`config.mk`:
```
export PLATFORM = sky130hd
export DESIGN_NAME = row_deskew_collector
export DESIGN_NICKNAME = d
export VERILOG_FILES = /design/src/rtl/row_deskew_collector_pkg.sv /design/src/rtl/row_deskew_collector_lane_delay.sv /design/src/rtl/row_deskew_collector.sv
export SDC_FILE = /design/constraint.sdc
export NUM_CORES = 2
export LEC_CHECK = 0
export BUFFER_PORTS_ARGS = -buffer_cell sky130_fd_sc_hd__buf_2
export CAP_MARGIN = 40
export CORE_MARGIN = 5
export CORE_UTILIZATION = 53
export DETAILED_ROUTE_END_ITERATION = 7
export PLACE_DENSITY = 0.73
export SLEW_MARGIN = 15
export SYNTH_ARGS = -nofsm -noshare
export SYNTH_HDL_FRONTEND = slang
export SYNTH_HIERARCHICAL = 1
export SYNTH_SLANG_ARGS = --single-unit
```
`constraint.sdc`:
```
create_clock -name clk -period 2.9 [get_ports clk]
set_input_delay 0.435 -clock clk [delete_from_list [all_inputs] [get_ports clk]]
set_output_delay 0.435 -clock clk [all_outputs]
set_load 0.02 [all_outputs]
```
`src/rtl/row_deskew_collector_pkg.sv`:
```
// Shared constants for the row post-process path.
//   COL_NUM : lanes (systolic array columns)
//   DATA_W  : bits per lane (fp16)
//   ROW_W   : width of the row counter and tile_rows
package row_deskew_collector_pkg;

  localparam int unsigned COL_NUM = 32;
  localparam int unsigned DATA_W  = 16;
  localparam int unsigned ROW_W   = 8;

endpackage

```
`src/rtl/row_deskew_collector_lane_delay.sv`:
```
// lane_delay_line: fixed-depth shift register for one lane.
//   clk_i  : clock, rising edge
//   rst_ni : asynchronous active-low reset, clears every stage
//   d_i    : lane input
//   q_o    : lane input delayed by Depth cycles (Depth 0 is a wire)
module lane_delay_line #(
  parameter int unsigned Depth = 1,
  parameter int unsigned Width = 16
) (
  input  logic             clk_i,
  input  logic             rst_ni,
  input  logic [Width-1:0] d_i,
  output logic [Width-1:0] q_o
);

  if (Depth == 0) begin : g_pass
    assign q_o = d_i;
    logic unused_clk_rst;
    assign unused_clk_rst = clk_i ^ rst_ni;
  end else if (Depth == 1) begin : g_one
    logic [Width-1:0] sr_q;
    always_ff @(posedge clk_i or negedge rst_ni) begin
      if (!rst_ni) sr_q <= '0;
      else         sr_q <= d_i;
    end
    assign q_o = sr_q;
  end else begin : g_shift
    logic [Depth-1:0][Width-1:0] sr_q;
    always_ff @(posedge clk_i or negedge rst_ni) begin
      if (!rst_ni) sr_q <= '0;
      else         sr_q <= {sr_q[Depth-2:0], d_i};
    end
    assign q_o = sr_q[Depth-1];
  end

endmodule

```
`src/rtl/row_deskew_collector.sv`:
```
// row_deskew_collector: realigns the diagonal fp16 wavefront into whole rows.
//   clk                 : clock, rising edge
//   rst_n               : asynchronous active-low reset
//   fp16_in_diagonal    : skewed lanes, lane i lags lane 0 by i cycles
//   fp16_valid_diagonal : lane 0 of the wavefront carries a valid element
//   tile_rows           : rows per tile, 0 means 2^ROW_W; latched at tile start
//   row_out             : aligned row, held while row_valid is low
//   row_valid           : row_out valid this cycle
//   row_idx             : row index within the tile
//   row_last            : final row of the tile
//   tile_done           : one-cycle pulse after the row_last beat
module row_deskew_collector
  import row_deskew_collector_pkg::*;
(
  input  logic                       clk,
  input  logic                       rst_n,
  input  logic [COL_NUM*DATA_W-1:0]  fp16_in_diagonal,
  input  logic                       fp16_valid_diagonal,
  input  logic [ROW_W-1:0]           tile_rows,
  output logic [COL_NUM*DATA_W-1:0]  row_out,
  output logic                       row_valid,
  output logic [ROW_W-1:0]           row_idx,
  output logic                       row_last,
  output logic                       tile_done
);

  localparam logic [ROW_W-1:0] RowOne = ROW_W'(1);

  // Lane i waits COL_NUM-1-i cycles so all lanes line up with the last one.
  logic [COL_NUM*DATA_W-1:0] aligned;

  for (genvar i = 0; i < COL_NUM; i++) begin : g_lane
    lane_delay_line #(
      .Depth (COL_NUM - 1 - i),
      .Width (DATA_W)
    ) u_delay (
      .clk_i  (clk),
      .rst_ni (rst_n),
      .d_i    (fp16_in_diagonal[i*DATA_W +: DATA_W]),
      .q_o    (aligned[i*DATA_W +: DATA_W])
    );
  end

  // Input-side tile tracking. The last-row flag is decided here and travels
  // with the valid, so a new tile latching tile_rows cannot disturb rows of
  // the previous tile that are still in flight.
  logic [ROW_W-1:0] in_cnt_q, in_cnt_d;
  logic [ROW_W-1:0] tile_rows_lat_q, tile_rows_lat_d;
  logic [ROW_W-1:0] rows_eff;
  logic             in_last;

  always_comb begin
    in_cnt_d        = in_cnt_q;
    tile_rows_lat_d = tile_rows_lat_q;
    rows_eff        = (in_cnt_q == '0) ? tile_rows : tile_rows_lat_q;
    in_last         = fp16_valid_diagonal && (in_cnt_q == rows_eff - RowOne);
    if (fp16_valid_diagonal) begin
      if (in_cnt_q == '0) tile_rows_lat_d = tile_rows;
      in_cnt_d = in_last ? '0 : in_cnt_q + RowOne;
    end
  end

  logic [COL_NUM-1:0] vld_q, last_q;

  always_ff @(posedge clk or negedge rst_n) begin
    if (!rst_n) begin
      in_cnt_q        <= '0;
      tile_rows_lat_q <= '0;
      vld_q           <= '0;
      last_q          <= '0;
    end else begin
      in_cnt_q        <= in_cnt_d;
      tile_rows_lat_q <= tile_rows_lat_d;
      vld_q           <= {vld_q[COL_NUM-2:0], fp16_valid_diagonal};
      last_q          <= {last_q[COL_NUM-2:0], in_last};
    end
  end

  // Output side.
  logic [COL_NUM*DATA_W-1:0] row_out_q;
  logic [ROW_W-1:0]          out_cnt_q, out_cnt_d;
  logic                      tile_done_q;

  assign row_valid = vld_q[COL_NUM-1];
  assign row_last  = row_valid && last_q[COL_NUM-1];
  assign row_idx   = out_cnt_q;
  assign row_out   = row_out_q;
  assign tile_done = tile_done_q;

  always_comb begin
    out_cnt_d = out_cnt_q;
    if (row_valid) out_cnt_d = row_last ? '0 : out_cnt_q + RowOne;
  end

  always_ff @(posedge clk or negedge rst_n) begin
    if (!rst_n) begin
      row_out_q   <= '0;
      out_cnt_q   <= '0;
      tile_done_q <= 1'b0;
    end else begin
      // Capture only when the row becoming visible next cycle is valid.
      if (vld_q[COL_NUM-2]) row_out_q <= aligned;
      out_cnt_q   <= out_cnt_d;
      tile_done_q <= row_last;
    end
  end

endmodule

```
### Word-level counts from Yosys, hierarchy flattened

Cells that the tools add are included.

| storage, ports and cells | value |
|---|---|
| bits in registers | 8537 |
| bits in latches | 0 |
| RAM bits | 0 |
| memory bits (read-only) | 0 |
| output and inout bits | 523 |
| logic and storage cells | 513 |
| memories | 0 |

| operators by class | value |
|---|---|
| add/subtract/negate cells | 3 |
| multipliers | 0 |
| divide/modulo/power cells | 0 |
| order comparisons | 0 |
| equality and inequality tests | 1 |
| shifts and indexed selects | 0 |
| mux-type cells | 3 |
| bitwise gates (word level) | 0 |
| reductions and logical operators | 3 |

Operators with widths:

| kind | count |
|---|---|
| 8-bit 2-to-1 mux | 3 |
| 8-bit by 1-bit adder with 8-bit output (second input constant) | 2 |
| 8-bit equality test | 1 |
| 8-bit logical NOT | 1 |
| 8-bit by 1-bit subtractor with 8-bit output (second input constant) | 1 |
| 1-bit logical AND | 2 |

### Longest topological paths before layout

| depth | value |
|---|---|
| depth in word-level cells | 6 |
| gate-level depth with buffers | 13 |
| gate-level depth less buffers | 12 |

### Cells and area by module

The synthesis kept the hierarchy.

Modules (own cells, without submodules):

| module | instances | cells each | area an instance (sq um) | sequential area each (sq um) |
|---|---|---|---|---|
| row_deskew_collector | 1 | 1331 | 22111.2 | 15039.4 |
| lane_delay_line at g_lane[0].u_delay | 1 | 512 | 12532.0 | 12411.9 |
| lane_delay_line at g_lane[1].u_delay | 1 | 496 | 12131.6 | 12011.5 |
| lane_delay_line at g_lane[2].u_delay | 1 | 480 | 11731.3 | 11611.1 |
| lane_delay_line at g_lane[3].u_delay | 1 | 464 | 11330.9 | 11210.8 |
| lane_delay_line at g_lane[4].u_delay | 1 | 448 | 10930.5 | 10810.4 |
| lane_delay_line at g_lane[5].u_delay | 1 | 432 | 10530.1 | 10410.0 |
| lane_delay_line at g_lane[6].u_delay | 1 | 416 | 10129.7 | 10009.6 |
| lane_delay_line at g_lane[7].u_delay | 1 | 400 | 9729.3 | 9609.2 |
| lane_delay_line at g_lane[8].u_delay | 1 | 384 | 9328.9 | 9208.8 |
| lane_delay_line at g_lane[9].u_delay | 1 | 368 | 8928.6 | 8808.4 |
| lane_delay_line at g_lane[10].u_delay | 1 | 352 | 8528.2 | 8408.1 |
| lane_delay_line at g_lane[11].u_delay | 1 | 336 | 8127.8 | 8007.7 |
| lane_delay_line at g_lane[12].u_delay | 1 | 320 | 7727.4 | 7607.3 |
| +19 rows | n/a | n/a | n/a | n/a |

### Worst setup path before layout

Ideal clock, no wire load.

| timing path | value |
|---|---|
| path type | flip-flop to flip-flop |
| from | register in_cnt_q[0] |
| to | register in_cnt_q[1] |
| data arrival time | 2.885 ns |
| data required time | 2.764 ns |
| slack | -0.121 ns |
| cell stages (with the launch flop) | 14 |
| path buffers | 1 |
| cell sequence | dfrtp_1 -> inv_1 -> ha_1 -> or4b_4 -> buf_6 -> nor2_8 -> mux2i_1 -> ha_1 -> xor2_1 -> o211ai_1 -> a31oi_1 -> o21ai_1 -> nor4_4 -> a21oi_1 |

| on the way | value |
|---|---|
| word-level cells in the longest chain between the ends | 6 |
| elaborated cells on any way between the ends | 7 |
| those cells by class | add/sub: 2; eq/ne: 1; mux: 2; reduce/logical: 2 |

Ends and longest elaborated chain:

| item | RTL line | source |
|---|---|---|
| start: declaration | row_deskew_collector.sv:47 | `logic [ROW_W-1:0] in_cnt_q, in_cnt_d;` |
| start signal: assignment | row_deskew_collector.sv:72 | `in_cnt_q <= in_cnt_d;` |
| 8-bit logical NOT | row_deskew_collector.sv:55 | `rows_eff = (in_cnt_q == '0) ? tile_rows : tile_rows_lat_q;` |
| 8-bit 2-to-1 mux | n/a |  |
| 8-bit by 1-bit subtractor with 8-bit output | row_deskew_collector.sv:56 | `in_last = fp16_valid_diagonal && (in_cnt_q == rows_eff - RowOne);` |
| 8-bit equality test | row_deskew_collector.sv:56 |  |
| 1-bit logical AND | row_deskew_collector.sv:56 |  |
| 8-bit 2-to-1 mux (*) | row_deskew_collector.sv:59 | `in_cnt_d = in_last ? '0 : in_cnt_q + RowOne;` |

Mark *: on every way between the ends. The rest lies on a longest branch, timed or not.
A chain may end at the register's enable or synchronous reset.

### Final worst setup path

Same ends and word-level chain as after synthesis.

==> impl_metrics.csv <==
group,metric,value,unit
clock_network,cts-root-buf,"clkbuf_16",
synthesis,avgSynthCellArea,23.0,µm²
synthesis,synthesis.nets,10300,
setup_path,startpoint_type,"flip-flop",
setup_path,end_kind,"flip-flop",
synthesis,synthFlopType,"dfrtp_1",
routing,ant_nets,0,
floorplan,ios,1046,
clock_network,worstSkewPairLatency,1.06,ns
layout,ff_latch_area,0.214,mm²
power_and_ir_drop,p_seq_share,52.4,%
floorplan,core,0.423,mm²
synthesis,synth_commonest_cells,"8537 x dfrtp_1, 519 x mux2_2, 496 x buf_4",
synthesis,yosysMostFrequentCell,"dfrtp_1",
worst_hold_path,hold_class,"input port to flip-flop",
power_and_ir_drop,ir_worst_vdd,931,µV
placed_design,io_buffers,1045,
global_routing,grt_first_pass_wirelength,760000,µm
outcome,violations,"setup timing",
clock_network,htree_levels,6,
routing,dr.pass1.iters,8,
routing,wl,503000,µm
timing,fin_ws,-1.07,ns
power_and_ir_drop,switching_share,23.5,%
power_and_ir_drop,internal_power,188000,µW
global_routing,grt_max_degree,183,
global_routing,grt_pass1_vias,109000,
synthesis,yosysTopAreaCell,"dfrtp_1",
clock_network,cts_buffer_depth,4,
clock_network,numCtsBuffers,766,
synthesis,ys_seq_elements,8537,
outcome,outcome,"finished, violations left",
placed_design,finalWeightedCongestion,0.878,
power_and_ir_drop,power_frac_comb,4.1,%
power_and_ir_drop,p_per_area,906,mW/mm²
floorplan,rows,239,
layout,finalInstanceArea,0.271,mm²
synthesis,yosysUniqueCellTypes,48,
timing,hold_slack,0.110,ns
synthesis,async_flop_share,100,%
timing,tns,-8.66,ns
global_routing,overflow,0,
timing,maxSlewViolCount,0,
setup_path,r2r_slack,-1.07,ns
timing,max_freq,0.252,GHz
power_and_ir_drop,p_sw,57900,µW
floorplan,die_w,661,µm
setup_path,critPathRequiredTime,3.79,ns
floorplan,die_h,661,µm
layout,multiInputGateArea,0.00698,mm²
timing,slew_headroom,14.9,%
setup_path,cp_max_fo,8,
routing,drt_iter0_drc,5732,
layout,fin_nets,12700,
floorplan,start_util,53.1,%
global_routing,grtUsageTotal,23.8,%
layout,utilization,64.2,%
synthesis,synth_edf_count,0,
synthesis,synth_cells,9763,
layout,drive_above_1_share,23.7,%
global_routing,antenna_found_initial,61,
setup_path,criticalPathCategory,"flip-flop to flip-flop",
placed_design,detailed_place_hpwl,214000,µm
timing,finClkSkew,0.115,ns
power_and_ir_drop,power,246000,µW
routing,num_vias,88000,
layout,n_fill_cell,25100,
floorplan,die_area,0.437,mm²
synthesis,synth_area_leaders,"dfrtp_1 95%, mux2_2 2.6%, buf_4 1.7%",
synthesis,seq_area_frac_synth,95.2,%
timing,min_period_over_period,137,%
clock_network,cts.sinks,8537,
clock_network,clkTransAtPathRegs,0.07,ns
timing,timing_hold_violations_final,0,
synthesis,synth_top_area_share,95.2,%
timing,worstMarginPinSlew,1.27,ns
routing,wl_per_cell,27.2,µm
setup_path,cp.arrival,4.86,ns
flow_run,cap_violations,0,
clock_network,cts_tree,"built",
synthesis,synth_area,0.224,mm²
routing,drc,0,
power_and_ir_drop,clockPowerShare,43.5,%
synthesis,yosys_warnings,6,
timing,rsz0062_at_grt,"true",
placed_design,dpl_cell_area,0.235,mm²
layout,syn2layout_area_growth,20.9,%
timing,fin_crit,3.97,ns
power_and_ir_drop,leakagePower,0.124,µW
timing,finalSetupViolCount,9,
routing,drt-vias-per-instance,4.75,
-- per-stage QoR --
step                setup slack (ns)  cells
floorplan                    0.00868   9763
global placement              -0.330  16100
detailed placement            -0.724  16100
CTS                           -0.398  18500
global route                  -0.968  18500
finish                         -1.07  18500
-- flip-flops by register name, indices dropped and copies added (netlist names) --
register	cells
tile_done	1
g_lane.u_delay/g_shift.sr_q	7440
vld_q	32
in_cnt_q	8
tile_rows_lat_q	8
row_out	512
g_lane.u_delay/q_o	496
row_idx	8
last_q	32
-- worst paths after layout --
| path | startpoint | to | depth (start not counted) |
|---|---|---|---|
| worst max-delay path | in_cnt_q[0] | in_cnt_q[1] | 14 |
| worst min-delay path | fp16_in_diagonal[160] | g_lane[10].u_delay/g_shift.sr_q[0] | 2 |
| worst max register to register | in_cnt_q[0] | in_cnt_q[1] | 14 |
| worst min register to register | g_lane[3].u_delay/g_shift.sr_q[319] | g_lane[3].u_delay/g_shift.sr_q[335] | 0 |
| max in group asynchronous | rst_n | g_lane[1].u_delay/g_shift.sr_q[33] | 5 |
| min in group asynchronous | rst_n | g_lane[6].u_delay/g_shift.sr_q[57] | 3 |
-- placed cells by master (no fill, tap or decap), types with 5 or more instances in the layout --
cell,netlist,routed
clkbuf_16,0,772
clkinvlp_4,0,15
bufinv_16,0,58
clkinv_16,0,22
inv_16,0,12
nor2_1,16,15
dlygate4sd3_1,0,934
nor3_1,9,7
nand2_1,11,10
xor2_1,7,6
a21oi_1,15,10
mux2_2,519,519
xnor2_1,10,10
clkinv_4,0,11
diode_2,0,41
buf_2,1,1044
inv_1,10,8
inv_6,0,18
nand3_1,5,5
buf_4,496,132
clkinv_8,0,9
clkbuf_8,0,165
dfrtp_1,8537,8535
clkbuf_1,63,187
buf_12,0,85
clkinv_2,0,136
-- worst max-delay path, cell delays in order, from the launching register on --
cell and delay, ns:
dfrtp_2 0.47, inv_4 0.12, ha_4 0.15, or4b_4 0.54, nor2_8 0.21, buf_6 0.14, mux2i_4 0.32, ha_4 0.31
xor2_4 0.26, o211ai_1 0.21, a31oi_2 0.31, o21ai_4 0.15, nor4_4 0.21, buf_6 0.23, a21oi_1 0.15
-- cell type report --
cell class	instances	share of cell area, %
clock buffer	1124	8.21
tap	5663	2.61
clock inverter	283	1.42
multi-input combinational	654	2.57
inverter	10	0.0148
antenna	41	0.0378
sequential	8537	78.7
timing repair buffer	2202	6.40
-- logic make-up after synthesis --
kind of cell / share of synthesized area (%)
buffers and inverters: 1.80
AOI/OAI and AO/OA: 0.115
muxes: 2.63
DFF: 95.2
adders and majority gates: 0.0223
and+or+nand+nor: 0.177
xor gates and xnor gates: 0.0663
-- power groups by stage --
stage               sequential [µW]  combinational, µW  clock, µW
finish                       129000              10000     107000
global route                 129000              10700     114000
CTS                          129000               9230     108000
detailed placement           130000               7670          0
global placement             130000               7110          0
floorplan                    130000               2090          0
-- layer usage --
layer,GRT usage [%],share of wire [%],vias up,wire [µm]
li1,-,-,35200,-
met1,26.0,33,48900,165000
met2,44.6,57,2636,287000
met3,4.34,4.5,1224,22400
met4,11.1,5.7,26,28700
met5,0.0658,0.028,-,140
-- repair_timing --
action                     in CTS  in global routing
buffers inserted                3                  4
gates cloned                    0                  1
setup endpoints to repair       9                 10
hold buffers                  934                  0
pin swaps                       4                  8
gates resized for setup        18                 21
hold endpoints to repair     3380                  0
Power figures use the tool's default switching activity.
